File: src/rtl/frog_collision.sv
// Frog player stage: tracks frog position from key edges, detects car
// collisions and sequences lives, respawn delay, win and game over.
module frog_collision #(
    parameter int START_X   = 7,
    parameter int LIVES     = 3,
    parameter int HIT_DELAY = 1500
) (
    input  logic        clk,
    input  logic        reset,
    input  logic        key_up,
    input  logic        key_down,
    input  logic        key_left,
    input  logic        key_right,
    input  logic [15:0] car2,
    input  logic [15:0] car5,
    input  logic [15:0] car7,
    input  logic [15:0] car9,
    input  logic [15:0] car11,
    input  logic [15:0] car12,
    output logic [3:0]  frog_x,
    output logic [3:0]  frog_y,
    output logic [1:0]  lives,
    output logic        hit,
    output logic        win,
    output logic        game_over
);

    // state | meaning
    // PLAY  | frog accepts moves, collision and goal checked every cycle
    // HIT   | frog frozen while the respawn delay counts down
    // WIN   | frog reached row 15, everything held until reset
    // OVER  | last life lost, everything held until reset
    typedef enum logic [1:0] {PLAY, HIT, WIN, OVER} state_t;

    localparam int CW = (HIT_DELAY > 1) ? $clog2(HIT_DELAY) : 1;
    localparam logic [3:0]    START_COL  = 4'(START_X);
    localparam logic [1:0]    LIVES_INIT = 2'(LIVES);
    localparam logic [CW-1:0] CNT_LOAD   = CW'(HIT_DELAY - 1);

    state_t        state, state_nxt;
    logic [CW-1:0] cnt, cnt_nxt;
    logic [3:0]    x_nxt, y_nxt;
    logic [1:0]    lives_nxt;
    logic [3:0]    key_q;
    logic          up_e, down_e, left_e, right_e;
    logic [15:0]   row;
    logic          occ;

    assign up_e    = key_up    & ~key_q[3];
    assign down_e  = key_down  & ~key_q[2];
    assign left_e  = key_left  & ~key_q[1];
    assign right_e = key_right & ~key_q[0];

    always_comb begin
        row = '0;
        case (frog_y)
            4'd2:    row = car2;
            4'd5:    row = car5;
            4'd7:    row = car7;
            4'd9:    row = car9;
            4'd11:   row = car11;
            4'd12:   row = car12;
            default: row = '0;
        endcase
    end

    // Column c lives in bit (15-c) of the row vector.
    assign occ       = row[4'd15 - frog_x];
    assign hit       = (state == PLAY) && occ;
    assign win       = (state == WIN);
    assign game_over = (state == OVER);

    always_ff @(posedge clk or posedge reset) begin
        if (reset) begin
            state  <= PLAY;
            cnt    <= '0;
            frog_x <= START_COL;
            frog_y <= 4'd0;
            lives  <= LIVES_INIT;
            key_q  <= 4'b0000;
        end else begin
            state  <= state_nxt;
            cnt    <= cnt_nxt;
            frog_x <= x_nxt;
            frog_y <= y_nxt;
            lives  <= lives_nxt;
            key_q  <= {key_up, key_down, key_left, key_right};
        end
    end

    always_comb begin
        state_nxt = state;
        cnt_nxt   = cnt;
        x_nxt     = frog_x;
        y_nxt     = frog_y;
        lives_nxt = lives;
        case (state)
            PLAY: begin
                // Collision wins over any move requested in the same cycle.
                if (occ) begin
                    state_nxt = HIT;
                    cnt_nxt   = CNT_LOAD;
                    lives_nxt = (lives != 2'd0) ? lives - 2'd1 : 2'd0;
                end else if (frog_y == 4'd15) begin
                    state_nxt = WIN;
                end else if (up_e) begin
                    y_nxt = frog_y + 4'd1;
                end else if (down_e) begin
                    if (frog_y != 4'd0) y_nxt = frog_y - 4'd1;
                end else if (left_e) begin
                    if (frog_x != 4'd0) x_nxt = frog_x - 4'd1;
                end else if (right_e) begin
                    if (frog_x != 4'd15) x_nxt = frog_x + 4'd1;
                end
            end
            HIT: begin
                if (cnt == '0) begin
                    if (lives == 2'd0) begin
                        state_nxt = OVER;
                    end else begin
                        state_nxt = PLAY;
                        x_nxt     = START_COL;
                        y_nxt     = 4'd0;
                    end
                end else begin
                    cnt_nxt = cnt - CW'(1);
                end
            end
            default: begin
                state_nxt = state;
            end
        endcase
    end

endmodule

File: config.mk
export PLATFORM = sky130hd
export DESIGN_NAME = frog_collision
export DESIGN_NICKNAME = d
export VERILOG_FILES = /design/src/rtl/frog_collision.sv
export SDC_FILE = /design/constraint.sdc
export NUM_CORES = 1
export LEC_CHECK = 0
export CAP_MARGIN = 40
export CELL_PAD_IN_SITES_DETAIL_PLACEMENT = 1
export CELL_PAD_IN_SITES_GLOBAL_PLACEMENT = 2
export CORE_ASPECT_RATIO = 1.25
export CORE_MARGIN = 1.5
export CORE_UTILIZATION = 24
export CTS_CLUSTER_DIAMETER = 40
export CTS_CLUSTER_SIZE = 28
export DETAILED_ROUTE_END_ITERATION = 7
export PLACE_DENSITY = 0.93
export RECOVER_POWER = 50
export SYNTH_ARGS = -nofsm -noshare
export SYNTH_HDL_FRONTEND = slang
export SYNTH_SLANG_ARGS = --single-unit
export TNS_END_PERCENT = 5
File: constraint.sdc
create_clock -name clk -period 3.85 [get_ports clk]
set_input_delay 0.385 -clock clk [delete_from_list [all_inputs] [get_ports clk]]
set_output_delay 0.385 -clock clk [all_outputs]
set_load 0.03 [all_outputs]
==> impl_metrics.json <==
{
  "chipWidth_um": 98.1,
  "cts_buffers": 3,
  "synth-simple-area-share_pct": 31.8,
  "ys.flop_type": "dfrtp_1",
  "h-tree-depth": 1,
  "async_flop_share_pct": 100,
  "worst_slack_ns": 0.463,
  "clock_sinks": 27,
  "synth_mux_area_share_pct": 3.82,
  "relSlewSlack_pct": 19.8,
  "critPathKind": "flip-flop to output pin",
  "worst_setup_path_start_kind": "flip-flop",
  "syn_inst": 319,
  "drt-initial-drc-count": 122,
  "min_period_ns": 3.39,
  "maxCapViolations": 0,
  "finalSetupTns_ns": 0,
  "hold_path.class": "input pin to asynchronous set/reset pin",
  "drt-wirelength-per-cell_um": 18.1,
  "root_buffer": "clkbuf_16",
  "synthDistinctLibCells": 74,
  "nFillCells": 1306,
  "clockBufferDepth": 2,
  "r2r-start": "cnt[3]",
  "p_leak_nw": 1.51,
  "num_vias": 2947,
  "finalNetCount": 533,
  "layout.area.seq_um2": 682,
  "diodes": 0,
  "fmax_mhz": 295,
  "cts_setup_buffers": 0,
  "worstPathMaxFanout": 27,
  "r2r_cells": 8,
  "grt_pass1_wl_mm": 16.1,
  "die_area_um2": 12000,
  "initial_core_util_pct": 24.5,
  "setup_viol": 0,
  "critPathArrivalTime_ns": 3.00,
  "core_um2": 11100,
  "dp_hpwl_mm": 8.25,
  "cts_hold_buf": 0,
  "reg2reg_slack_ns": 0.72,
  "tightest_slew_ns": 1.20,
  "synthXorXnorAreaFrac_pct": 3.23,
  "grt_max_degree": 29,
  "ant_nets": 0,
  "fin_util_pct": 36.7,
  "syn_avg_cell_area_um2": 8.51,
  "synth_compound_area_share_pct": 27.3,
  "finalHoldViolCount": 0,
  "grt_setup_unrepaired": "false",
  "antenna_found_initial": 0,
  "grt_usage_pct": 16.7,
  "pin_count": 115,
  "synth-edff-count": 0,
  "reg2reg_to": "frog_x[3]",
  "synth_top_family_by_area": "simple AND/OR/NAND/NOR gates",
  "cts_tree": "yes",
  "cts-resized-gates": 0,
  "syn_area_um2": 2720,
  "cp-end-kind": "output pin",
  "final_layout_size_suffix_gt1_share_pct": 8.04,
  "die_h_um": 122,
  "area_growth_pct": 49.7,
  "slew_violations": 0,
  "status": "finished, final reports clean",
  "synth_warnings": 0,
  "finalClockSkew_ns": 0.00281,
  "ys_ff_latch": 27,
  "synthAdderAreaFrac_pct": 3.78,
  "routed_wl_mm": 10.1,
  "route.detailed.drc": 0,
  "rows": 43,
  "fin_crit_sh_pct": 88.0,
  "power_density_nw_per_um2": 210,
  "synth_seq_area_share_pct": 25.1,
  "grt_pass1_vias": 3240,
  "syn-num-nets": 428,
  "worstSkewPairLatency_ns": 0.26,
  "finalWeightedCongestion": 0.894,
  "peakVddDrop_mv": 0.151,
  "multi_input_area_um2": 1890,
  "detail_route.first_pass.iterations": 4,
  "grt_remaining_overflow": 0,
  "io_buffers": 114,
  "required_ns": 3.46,
  "fin_hold_ws_ns": 0.488,
  "vias_per_cell": 5.28,
  "cts.clk_slew.worst_paths_ns": 0.06,
  "dpl_worst_slack_ns": 0.752
}
[metrics by stage]
| step | cells | power, W | instance area [µm²] |
|---|---|---|---|
| final | 558 | 0.000853 | 4070 |
| after global routing | 558 | 0.000895 | 4070 |
| after CTS | 558 | 0.000873 | 4100 |
| after detailed placement | 554 | 0.000631 | 4020 |
| after global placement | 553 | 0.000615 | 3990 |
| after floorplan | 319 | 0.000473 | 2720 |
[flip-flops by register name (all words and copies together), names as in the netlist]
signal,count
frog_y,4
frog_x,4
state,2
lives,2
cnt,11
key_q,4
[worst max path at each step]
stage,endpoint,startpoint,slack [ns],cells after the start
CTS,hit,frog_y[1],0.46,8
detailed placement,frog_y[2],car7[6],0.75,8
global placement,hit,car7[6],0.79,8
floorplan,frog_y[2],frog_y[1],0.86,8
finish,hit,frog_y[2],0.46,9
global route,hit,frog_y[1],0.27,8
[layout by cell type, fill, tap and decap left out, drive strengths merged, types with 9 or more instances in the layout]
cell           netlist  layout
a21oi               11      11
a22o                 9       9
a22oi               15      15
clkdlybuf4s50        0     107
dfrtp               22      22
inv                 11      11
nand2               26      26
nand2b              10      10
nand3b              12      12
nor2                26      26
nor3                 9       9
o21ai               12      12
[logic make-up (layout without fill, tap and decap cells)]
| logic type | after synthesis | after routing |
|---|---|---|
| compound gates | 94 | 94 |
| fa+ha+maj | 7 | 7 |
| flops | 27 | 27 |
| buf+inv | 33 | 137 |
| simple gates | 138 | 138 |
| xor+xnor | 10 | 10 |
| mux | 10 | 10 |
[metal layers]
layer	global-route usage [%]	vias to the layer above	routed length [µm]
met2	33.0	88	5430
met3	1.78	7	382
li1	-	1428	-
met1	19.1	1424	4190
met5	0	-	0
met4	3.96	0	112
[worst max-delay path: stages, from the launching register on]
cell and delay [ns]:
dfrtp_1 0.50, buf_4 0.35, nor3b_2 0.40, a22oi_1 0.15, o22a_1 0.23, a31oi_1 0.28, nor4_2 0.14, a311o_1 0.41
inv_2 0.14, buf_12 0.13
[synthesized netlist by cell type, types with 3 or more instances]
cell	n	area share (%)
a21o_1	4	1.1
a21oi_1	11	2.0
a22o_1	9	2.9
a22oi_1	15	4.1
a2bb2oi_1	3	0.97
a31oi_1	3	0.69
a32oi_1	3	0.97
and3_1	3	0.69
and3b_1	4	1.3
and4b_1	3	1.1
buf_2	7	1.3
clkbuf_1	13	1.8
dfrtp_1	22	20
dfstp_2	5	4.8
ha_1	5	2.3
inv_1	9	1.2
mux2i_1	7	2.6
nand2_1	26	3.6
nand2b_1	10	2.3
nand3_1	4	0.74
nand3b_1	12	3.3
nand4b_1	5	1.6
nor2_1	26	3.6
nor2b_1	8	1.8
nor3_1	8	1.5
nor4_1	3	0.69
nor4b_1	3	0.97
o21ai_0	9	1.7
o21ai_1	3	0.55
o22ai_1	3	0.69
o2bb2ai_1	4	1.3
or2_2	3	0.69
xnor2_1	7	2.3
xor2_1	3	0.97
[power by group]
part	leakage (nW)	switching [W]	total, W	internal, W
sequential	0.301	0.0000357	0.000351	0.000315
clock	0.0382	0.0000955	0.000237	0.000142
combinational	1.18	0.000106	0.000265	0.000159
[layout make-up]
| type | count | area share (%) |
|---|---|---|
| Sequential cell | 27 | 16.8 |
| Timing Repair Buffer | 122 | 29.7 |
| Clock buffer | 4 | 1.94 |
| Inverter | 11 | 1.02 |
| Tap cell | 135 | 4.16 |
| Multi-Input combinational cell | 259 | 46.4 |
Note: power is estimated with default switching activity, not from simulation.
